==> src/rtl/bus_err_collector_pkg.sv <==
// bus_err_collector_pkg: drain FSM states and the saturating-increment helper.
package bus_err_collector_pkg;

    typedef enum logic [1:0] {IDLE, DRAIN, HALT} state_e;

    // Values never exceed mask, so mask is the saturation point.
    function automatic logic [63:0] sat_inc(input logic [63:0] v, input logic [63:0] mask);
        return (v == mask) ? v : v + 64'd1;
    endfunction

endpackage

==> src/rtl/bus_err_sat_cnt.sv <==
// bus_err_sat_cnt: statistics counter that sticks at all-ones instead of wrapping.
module bus_err_sat_cnt
    import bus_err_collector_pkg::*;
#(
    parameter int Width = 16
) (
    input  logic             clk_i,
    input  logic             rst_i,
    input  logic             clr_i,
    input  logic             inc_i,
    output logic [Width-1:0] cnt_o
);

    logic [Width-1:0] r_cnt;

    always_ff @(posedge clk_i) begin
        if (rst_i || clr_i) r_cnt <= '0;
        else if (inc_i) r_cnt <= Width'(sat_inc(64'(r_cnt), 64'({Width{1'b1}})));
    end

    assign cnt_o = r_cnt;

endmodule

==> src/rtl/bus_err_collector.sv <==
// bus_err_collector: drains the bus error FIFO into per-code statistics, first/last
// snapshots and a ready/valid log stream, with a summary interrupt.
module bus_err_collector
    import bus_err_collector_pkg::*;
#(
    parameter int   AddrWidth      = 48,
    parameter int   MetaDataWidth  = 1,
    parameter int   ErrBits        = 3,
    parameter int   CntWidth       = 16,
    parameter logic HaltOnOverflow = 1'b0
) (
    input  logic                                  clk_i,
    input  logic                                  rst_i,
    input  logic                                  en_i,
    input  logic                                  clr_i,
    input  logic [CntWidth-1:0]                   thresh_i,
    input  logic                                  err_irq_i,
    input  logic [ErrBits-1:0]                    err_code_i,
    input  logic [AddrWidth-1:0]                  err_addr_i,
    input  logic [MetaDataWidth-1:0]              err_meta_i,
    input  logic                                  err_fifo_overflow_i,
    output logic                                  err_fifo_pop_o,
    output logic                                  log_valid_o,
    input  logic                                  log_ready_i,
    output logic [ErrBits-1:0]                    log_code_o,
    output logic [AddrWidth-1:0]                  log_addr_o,
    output logic [MetaDataWidth-1:0]              log_meta_o,
    output logic [2**ErrBits-1:0][CntWidth-1:0]   cnt_o,
    output logic [CntWidth-1:0]                   total_o,
    output logic                                  first_valid_o,
    output logic [ErrBits-1:0]                    first_code_o,
    output logic [AddrWidth-1:0]                  first_addr_o,
    output logic [MetaDataWidth-1:0]              first_meta_o,
    output logic [ErrBits-1:0]                    last_code_o,
    output logic [AddrWidth-1:0]                  last_addr_o,
    output logic [MetaDataWidth-1:0]              last_meta_o,
    output logic                                  overflow_o,
    output logic                                  halted_o,
    output logic                                  irq_o
);

    localparam int NumCodes = 2 ** ErrBits;

    typedef struct packed {
        logic [ErrBits-1:0]       code;
        logic [AddrWidth-1:0]     addr;
        logic [MetaDataWidth-1:0] meta;
    } rec_t;

    state_e r_state, w_state_nxt;
    rec_t   w_head, r_log, r_first, r_last;
    logic   r_log_valid, r_first_valid, r_overflow, w_pop;

    assign w_head = '{code: err_code_i, addr: err_addr_i, meta: err_meta_i};
    // Pop only when the log register is free or being emptied this cycle.
    assign w_pop  = (r_state == DRAIN) && err_irq_i && en_i && !clr_i && (!r_log_valid || log_ready_i);

    always_comb begin
        w_state_nxt = r_state;
        if (clr_i) w_state_nxt = IDLE;
        else if (HaltOnOverflow && r_overflow) w_state_nxt = HALT;
        else if (r_state == IDLE && en_i && err_irq_i) w_state_nxt = DRAIN;
        else if (r_state == DRAIN && !(en_i && err_irq_i)) w_state_nxt = IDLE;
    end

    always_ff @(posedge clk_i) begin
        if (rst_i) r_state <= IDLE;
        else r_state <= w_state_nxt;
    end

    always_ff @(posedge clk_i) begin
        if (rst_i) begin
            r_log_valid <= 1'b0;
            r_log       <= '0;
        end else if (w_pop) begin
            r_log_valid <= 1'b1;
            r_log       <= w_head;
        end else if (log_ready_i) begin
            r_log_valid <= 1'b0;
        end
    end

    always_ff @(posedge clk_i) begin
        if (rst_i || clr_i) begin
            r_first_valid <= 1'b0;
            r_first       <= '0;
            r_last        <= '0;
        end else if (w_pop) begin
            r_last <= w_head;
            if (!r_first_valid) begin
                r_first       <= w_head;
                r_first_valid <= 1'b1;
            end
        end
    end

    always_ff @(posedge clk_i) begin
        if (rst_i || clr_i) r_overflow <= 1'b0;
        else if (err_fifo_overflow_i) r_overflow <= 1'b1;
    end

    for (genvar i = 0; i < NumCodes; i++) begin : g_cnt
        bus_err_sat_cnt #(.Width(CntWidth)) u_cnt (
            .clk_i (clk_i),
            .rst_i (rst_i),
            .clr_i (clr_i),
            .inc_i (w_pop && err_code_i == ErrBits'(i)),
            .cnt_o (cnt_o[i])
        );
    end

    bus_err_sat_cnt #(.Width(CntWidth)) u_total (
        .clk_i (clk_i),
        .rst_i (rst_i),
        .clr_i (clr_i),
        .inc_i (w_pop),
        .cnt_o (total_o)
    );

    assign err_fifo_pop_o = w_pop;
    assign log_valid_o    = r_log_valid;
    assign log_code_o     = r_log.code;
    assign log_addr_o     = r_log.addr;
    assign log_meta_o     = r_log.meta;
    assign first_valid_o  = r_first_valid;
    assign first_code_o   = r_first.code;
    assign first_addr_o   = r_first.addr;
    assign first_meta_o   = r_first.meta;
    assign last_code_o    = r_last.code;
    assign last_addr_o    = r_last.addr;
    assign last_meta_o    = r_last.meta;
    assign overflow_o     = r_overflow;
    assign halted_o       = (r_state == HALT);
    assign irq_o          = r_first_valid | r_overflow | (thresh_i != '0 && total_o >= thresh_i);

endmodule

==> config.mk <==
export PLATFORM = sky130hd
export DESIGN_NAME = bus_err_collector
export DESIGN_NICKNAME = d
export VERILOG_FILES = /design/src/rtl/bus_err_collector_pkg.sv /design/src/rtl/bus_err_sat_cnt.sv /design/src/rtl/bus_err_collector.sv
export SDC_FILE = /design/constraint.sdc
export NUM_CORES = 1
export LEC_CHECK = 0
export CAP_MARGIN = 15
export CORE_MARGIN = 2
export CORE_UTILIZATION = 48
export DETAILED_ROUTE_END_ITERATION = 12
export HOLD_SLACK_MARGIN = 0.1
export MAX_ROUTING_LAYER = met4
export PLACE_DENSITY = 0.8
export RECOVER_POWER = 50
export SKIP_LAST_GASP = 1
export SYNTH_ARGS = -nofsm -noshare
export SYNTH_HDL_FRONTEND = slang
export SYNTH_HIERARCHICAL = 1
export SYNTH_SLANG_ARGS = --single-unit
==> constraint.sdc <==
create_clock -name clk_i -period 3.1 [get_ports clk_i]
set_input_delay 0.31 -clock clk_i [delete_from_list [all_inputs] [get_ports clk_i]]
set_output_delay 0.31 -clock clk_i [all_outputs]
set_load 0.03 [all_outputs]
==> summary.txt, run 1 <==
Status
  • Status: finished clean

Detailed routing
  • Vias: approximately 14,000
  • Drt initial violations: about 1,000
  • DRT Pass-1 Iters: 5
  • Vias per inst: 5.94
  • WL final: ~43,000 um
  • DRC: 0
  • Routed wire per std cell: ~19 um
  • Post-route ant nets: 0

Logic synthesis
  • Prevailing post-synth register cell: dfxtp_1
  • Mapped Nets: 1,639
  • Synth Register Bits: slightly above 300
  • Register area share after synthesis: 46.4%
  • FFs w/ async S/R, synth: 0%
  • Synth area leader: dfxtp_1
  • Synth top area share: 46.4%
  • Post-synth EDFFs: 0
  • Synth top area cells: dfxtp_1, nand2_1, a21oi_1
  • Post-Syn Area per Cell: ~8.5 sq um
  • Syn Std Cell Area: ~0.013 sq mm
  • Syn Inst Count: ~1,500
  • Yosys warning total: 6
  • Synth cell types: 43

Place
  • Post-DP HPWL: just over 30,000 um
  • GP Congestion: slightly above 0.9
  • IO buf count: around 380
  • Pre-CTS setup slack: -0.0866 ns
  • Placed Area: approximately 0.017 sq mm

Worst hold path
  • Hold WC Path Type: input pin to flip-flop
  • Hold Path Origin: en_i

Cells and area
  • Most frequent cells in the layout: nand2_1, dfxtp_1, dlygate4sd3_1
  • Layout cell share with drive strength beyond 1: roughly 5.8%
  • Final nets: 2,022
  • Commonest non-fill, non-tap cell in the layout: nand2_1
  • Layout area overhead: 39.9%
  • Util after Layout: between 60% and 70%
  • Multi-input logic area: roughly 0.0065 sq mm
  • Sequential Area: 0.00609 sq mm
  • Design Area, Final: 0.0183 sq mm
  • Fill cells: roughly 2,200

Pwr
  • Clock power frac: between 50 and 60%
  • Internal Power: 6720 uW
  • Comb power frac: between 3 and 4%
  • Psw: ~1800 uW
  • Part of the power in registers: between 40% and 50%
  • Maximum VDD drop: ~0.4 mV
  • Switching part of the total: 20.9%
  • Pwr/cell area: around 460 mW/mm^2
  • Leakage: around 0.0069 uW

Die
  • Die area: approximately 0.029 sq mm
  • Die width: 169 um
  • Vert. Die Dim: 169 um
  • Core Box Area: between 0.02 and 0.03 sq mm
  • Row cnt: 60
  • Initial Util: about half
  • # IOs: 381

STA
  • Final Hold Fails: 0
  • Tcrit/Tclk final: a little over 90%
  • Setup ws final: ~0.28 ns
  • Worst Tran Pin Value: 1.34 ns
  • Final Max Tran Viols: 0
  • RSZ-0062 raised after global routing: false
  • Final Setup Violations: 0
  • Slew HR: about 10%
  • F_max: approximately 350 MHz
  • Minimum clock period: 2.82 ns
  • Clk_skew: roughly 0.011 ns

GRT
  • Vias in the first global route: between 10,000 and 15,000
  • First-pass GRT wire length: 65,600 um
  • Gr usage total: around 29%
  • GRT overflow: 0
  • Initial antenna violation count: 1
  • Largest net degree at the start of global routing: a little under 100

Clock network
  • CTS Buf Count: 35
  • Clock Latency Late Sink: 0.51 ns
  • CTS max path bufs: 3
  • CTS tree: done
  • Root Buffer: clkbuf_16
  • Clk sinks: between 300 and 400
  • H-tree lvl count: 2
  • Clock slew at reported path FFs: 0.06 ns
  • CTS hold repair buffers: 0

Flow run
  • MaxCap Viol Count: 0

Setup path
  • Crit path max fanout: 2
  • Critical Path Sink Type: output port
  • CP Launch Point: u_total/cnt_o[0]
  • Setup CP Type: flip-flop to output port
  • Critical Path RT: 2.79 ns
  • Worst Path Arrival: 2.51 ns
  • Crit start category: flip-flop
  • FF-to-FF Start: r_state[0]
critical path, cell delays in order (launching register included):
cell and delay (ns):
dfxtp_1 0.33, inv_1 0.07, ha_1 0.27, o211ai_1 0.09, a2111oi_0 0.44, o21ai_0 0.16, a21oi_1 0.21, dlygate4sd2_1 0.43
flip-flops by register name (all words and copies together) (netlist names), 3 cells and up:
| register | cells |
|---|---|
| log_code_o | 3 |
| first_code_o | 3 |
| u_total/cnt_o | 16 |
| first_addr_o | 48 |
| g_cnt.u_cnt/cnt_o | 128 |
| log_addr_o | 48 |
| last_addr_o | 48 |
| last_code_o | 3 |
cells in the mapped netlist (2+ instances only):
library cell,n
nand2_1,328
dfxtp_1,304
a21oi_1,226
nand3_1,56
o21ai_0,48
nand4_1,47
nor2_1,47
or4_1,37
and4_1,36
o311ai_0,36
o31ai_1,36
o41ai_1,36
inv_1,35
buf_2,27
ha_1,25
nor3_1,22
clkbuf_1,21
a31oi_1,18
and2_1,18
or2_2,18
or3_1,18
and3_1,9
nand4_2,9
nor3_2,9
nor4_2,9
o21a_1,9
o31a_1,9
o41ai_2,9
xor2_1,9
buf_4,7
nor4_1,5
nand2b_1,4
a2111oi_0,2
per-stage QoR:
step | hold slack [ns] | TNS [ns] | instances | power, uW
after floorplan | 0.426 | 0 | 1539 | 4110
after global placement | 0.441 | 0 | 2226 | 4290
after detailed placement | 0.446 | -0.375 | 2226 | 4290
after CTS | 0.355 | 0 | 2288 | 8550
after global routing | 0.382 | 0 | 2289 | 8730
final | 0.374 | 0 | 2289 | 8500
worst paths after layout:
path | end | slack (ns) | cells after the start
max | irq_o | 0.28 | 7
min | r_state[0] | 0.37 | 3
max reg2reg | g_cnt[1].u_cnt/cnt_o[10] | 0.49 | 10
min reg2reg | log_addr_o[22] | 0.45 | 2
power by group through the flow:
| stage | Clock [uW] | Sequential, uW | Combinational (uW) |
|---|---|---|---|
| finish | 4290 | 3920 | 293 |
| global route | 4500 | 3910 | 311 |
| CTS | 4340 | 3920 | 293 |
| detailed placement | 0 | 4000 | 292 |
| global placement | 0 | 4000 | 289 |
| floorplan | 0 | 4010 | 101 |
repair_timing:
| action | CTS | global route |
|---|---|---|
| endpoints found under the setup margin | 1 | 0 |
| gates resized for setup | 2 | 0 |
| endpoints found under the hold margin | 0 | 0 |
| buffers inserted | 0 | 0 |
kinds of logic after synthesis:
logic type	after synthesis	synth area share (%)
AND/OR/NAND/NOR	676	26.7
AO/OA/AOI/OAI	432	20.7
flip-flops	304	46.4
buffers and inverters	92	3.15
adder cells (fa/ha/maj)	25	2.39
XOR/XNOR	9	0.601
other	1	0.0286
per-layer routing:
metal | vias up | routed length [um] | GRT usage, %
met3 | 101 | 3110 | 6.46
met2 | 542 | 20000 | 45.6
met5 | - | 0 | -
li1 | 6495 | - | -
met1 | 6460 | 17800 | 36.1
met4 | 0 | 1760 | 11.7
area by class of cell:
class | instances | area share (%)
multi-input combinational | 1143 | 35.4
sequential | 304 | 33.2
timing repair buffer | 402 | 21.8
clock buffer | 54 | 5.78
tap | 341 | 2.33
clock inverter | 8 | 0.784
inverter | 36 | 0.737
antenna | 1 | 0.0136
Note: power is estimated with default switching activity, not from simulation.
==> inputs of run 2 (changes only) <==
- CAP_MARGIN: 15 -> 20
==> results of run 2 <==
The final DEF is identical to that of run 1; final timing and power are the same.
==> inputs of run 3 (changes only) <==
- ABC_AREA: unset -> 1
- CORE_UTILIZATION: 48 -> 49
- HOLD_SLACK_MARGIN: 0.1 -> 0.05
- MAX_ROUTING_LAYER: met4 -> unset
- PLACE_DENSITY: 0.8 -> 0.79
==> summary.txt, run 3 <==
Logic synthesis
  • Post-synthesis xor/xnor area fraction: 0.540% (-0.061 points)
  • Syn Std Cell Area: 0.0146 sq mm (+11%)
  • Synth top area share: 41.7% (-4.7 points)
  • Yosys warning total: 6 (unchanged)
  • Most instantiated library cell after synthesis: nand2_1
  • Synth area leader: dfxtp_1
  • Most frequent cells after synthesis: nand2_1, nor2_1, dfxtp_1
  • Syn Inst Count: 2,029 (+32%)
  • Largest family of logic cells by synthesized area: simple AND/OR/NAND/NOR gates
  • Synth Register Bits: 304 (unchanged)
  • Mapped Nets: 2,129 (+30%)
  • Register area share after synthesis: 41.7% (-4.7 points)
  • Compound-cell area share of the yosys netlist: 10.5% (-10 points)
  • Post-synth EDFFs: 0 (unchanged)
  • Prevailing post-synth register cell: dfxtp_1
  • Synth Area in Simple Gates: 39.3% (+13 points)
  • Post-synthesis mux area share: 0% (unchanged)
  • Post-Syn Area per Cell: 7.20 sq um (-16%)
  • Post-Synth Adder-Cell Area: 2.14% (-0.24 points)
  • Synth top area cells: dfxtp_1, nand2_1, a21oi_1
  • FFs w/ async S/R, synth: 0% (unchanged)
  • Synth cell types: 28 (-35%)

Flow run
  • MaxCap Viol Count: 1 (+1)

Detailed routing
  • Vias per inst: 5.29 (-11%)
  • DRC: 0 (unchanged)
  • Vias: 14,900 (+9.5%)
  • DRT Pass-1 Iters: 5 (unchanged)
  • Routed wire per std cell: 15.9 um (-15%)
  • Drt initial violations: 910 (-8.7%)
  • WL final: 44,700 um (+4.9%)
  • Post-route ant nets: 0 (unchanged)

Setup path
  • CP max stage delay: 0.66 ns (+0.22 ns)
  • Critical Path RT: 2.79 ns (about the same)
  • Reg-to-Reg End: g_cnt[6].u_cnt/cnt_o[15]
  • Crit start category: flip-flop
  • CP top delay family: buffers and inverters
  • Crit path cell chain: ha_1 -> nand2_1 -> inv_1 -> nand2_1 -> nor2_1 -> nor2_1 -> nand2_1 -> nand2_1 -> nand2_1 -> nand2_1 -> nand2_1 -> clkdlybuf4s50_1
  • FF-to-FF Start: r_state[0]
  • Most used cell along the critical path: nand2_1
  • Critical Path Sink Type: output port
  • Cells on worst reg2reg path: 13 (+3)
  • Worst path bufs/invs: 2 (unchanged)
  • Slowest-stage cell, CP: clkdlybuf4s50_1
  • Setup CP Type: flip-flop to output port
  • Crit path max fanout: 8 (+6)
  • Worst Path Arrival: 2.52 ns (about the same)
  • Reg2Reg Setup Slack: 0.47 ns (-0.02 ns)

STA
  • Clk_skew: 0.0157 ns (+0.00479 ns)
  • Slew HR: -7.76% (-18 points)
  • Final TNS setup: 0 ns (unchanged)
  • Worst Tran Pin Value: 1.62 ns (+0.272 ns)
  • F_max: 354 MHz (-0.22%)
  • WHS: 0.136 ns (-0.237 ns)
  • Final Setup Violations: 0 (unchanged)
  • RSZ-0062 raised after global routing: false
  • Final Hold Fails: 0 (unchanged)
  • Tcrit/Tclk final: 91.2% (+0.20 points)
  • Final Max Tran Viols: 34 (+34)
  • Minimum clock period: 2.83 ns (+0.00635 ns)

Place
  • Placed Area: 0.0186 sq mm (+7.9%)
  • IO buf count: 379 (unchanged)
  • GP Congestion: 0.902 (-1.3%)
  • Post-DP HPWL: 32,900 um (+9.0%)

Pwr
  • Maximum VDD drop: 0.488 mV (+24%)
  • Leakage: 0.00758 uW (+10%)
  • Power Total: 8390 uW (-1.3%)
  • Pwr/cell area: 425 mW/mm^2 (-8.3%)

Die
  • Core Box Area: 0.0295 sq mm (+9.7%)
  • Vert. Die Dim: 177 um (+4.4%)
  • Die width: 177 um (+4.4%)
  • # IOs: 381 (unchanged)
  • Initial Util: 49.5% (+0.76 points)
  • Die area: 0.0312 sq mm (+8.9%)
  • Row cnt: 63 (+5.0%)

Cells and area
  • Util after Layout: 67.0% (-1.2 points)
  • Antenna diode count: 0 (-1)
  • Max reg flops: 128 (unchanged)
  • Layout cell share with drive strength beyond 1: 8.49% (+2.7 points)
  • Most frequent cells in the layout: nand2_1, nor2_1, dfxtp_1
  • Fill cells: 2,500 (+15%)
  • Final nets: 2,506 (+24%)
  • Design Area, Final: 0.0198 sq mm (+7.7%)
  • Commonest non-fill, non-tap cell in the layout: nand2_1
  • Layout area overhead: 35.3%

Clock network
  • Clock slew at reported path FFs: 0.06 ns (about the same)
  • Clk sinks: 304 (unchanged)
  • CTS hold repair buffers: 0 (unchanged)
  • CTS Buf Count: 35 (unchanged)
  • Root Buffer: clkbuf_16
  • CTS resizes: 0 (-2)
  • H-tree lvl count: 2 (unchanged)
  • CTS max path bufs: 3 (unchanged)
  • Setup Fix Bufs, Post-CTS: 0 (unchanged)
  • Clock Latency Late Sink: 0.51 ns (about the same)
  • CTS tree: done

Worst hold path
  • Min-Delay Path Depth: 4 (+1)
  • Hold Crit Endpoint: first_code_o[2]
  • Hold WC Path Type: input pin to flip-flop
  • Hold Path Origin: rst_i

Status
  • Failing checks: capacitance limit, slew limit
  • Status: complete, but fails checks

GRT
  • GRT overflow: 0 (unchanged)
  • Vias in the first global route: 14,000 (+12%)
  • First-pass GRT wire length: 70,100 um (+7.0%)
  • Gr usage total: 27.5% (-1.5 points)
  • Initial antenna violation count: 0 (-1)
  • Largest net degree at the start of global routing: 74 (-25%)
==> run 3: cell types whose count changed in the layout (fill, tap and decap cells not counted), moves of 53 or more <==
cell	before	now
inv_1	36	109
nor2_1	47	332
nand3_1	56	119
clkdlybuf4s50_1	115	178
nand2_1	328	599
dlygate4sd3_1	261	199
nor2_4	0	53
==> run 3: where the power goes <==
group / switching, uW / internal (uW) / total, uW
logic: 182 / 130 / 312
clock network: 1600 / 2560 / 4160
registers: 3.53 / 3910 / 3920
total: 1790 / 6600 / 8390
==> run 3: kinds of logic (layout without fill, tap and decap cells) <==
| kind of cell | count (synthesis) | count (layout) |
|---|---|---|
| AND/OR/NAND/NOR | 1232 | 1232 |
| flip-flops | 304 | 304 |
| AO/OA/AOI/OAI | 285 | 285 |
| adder cells (fa/ha/maj) | 25 | 25 |
| XOR/XNOR | 9 | 9 |
| buffers and inverters | 173 | 570 |
| other | 1 | 1 |
==> run 3: worst max-delay path by stage <==
stage               slack [ns]  depth (start not counted)                  endpoint              from
floorplan                 0.84                         13  g_cnt[0].u_cnt/cnt_o[15]       log_valid_o
global placement          0.26                         14  g_cnt[6].u_cnt/cnt_o[15]         err_irq_i
detailed placement        0.17                         14  g_cnt[6].u_cnt/cnt_o[15]              en_i
CTS                       0.25                         12                     irq_o  u_total/cnt_o[7]
global route              0.06                         12                     irq_o  u_total/cnt_o[7]
finish                    0.27                         12                     irq_o  u_total/cnt_o[7]
==> run 3: final cells by class <==
class / count / area, sq um / area share, %
multi-input combinational: 1552 / 7650 / 38.7
sequential: 304 / 6090 / 30.8
timing repair buffer: 402 / 3950 / 20.0
clock buffer: 49 / 1030 / 5.21
tap: 390 / 488 / 2.47
inverter: 111 / 418 / 2.12
clock inverter: 8 / 133 / 0.671
==> run 3: per-stage QoR <==
stage / std cells / setup WS, ns
CTS: 2815 / 0.250
global route: 2816 / 0.0581
finish: 2816 / 0.274
detailed placement: 2758 / 0.174
floorplan: 2029 / 0.844
global placement: 2758 / 0.258
==> run 3: per-layer routing <==
layer / track usage, % / wire (um)
met1: 32.6 / 18100
met2: 48.2 / 21500
met3: 4.81 / 3050
met4: 12.8 / 2030
met5: 0 / 0
==> run 3: tightest hold or removal path, delay by kind of cell <==
family                 cells  cell delay (ns)
AOI/OAI and AO/OA          2             0.10
buffers and inverters      1             0.11
and+or+nand+nor            1             0.06
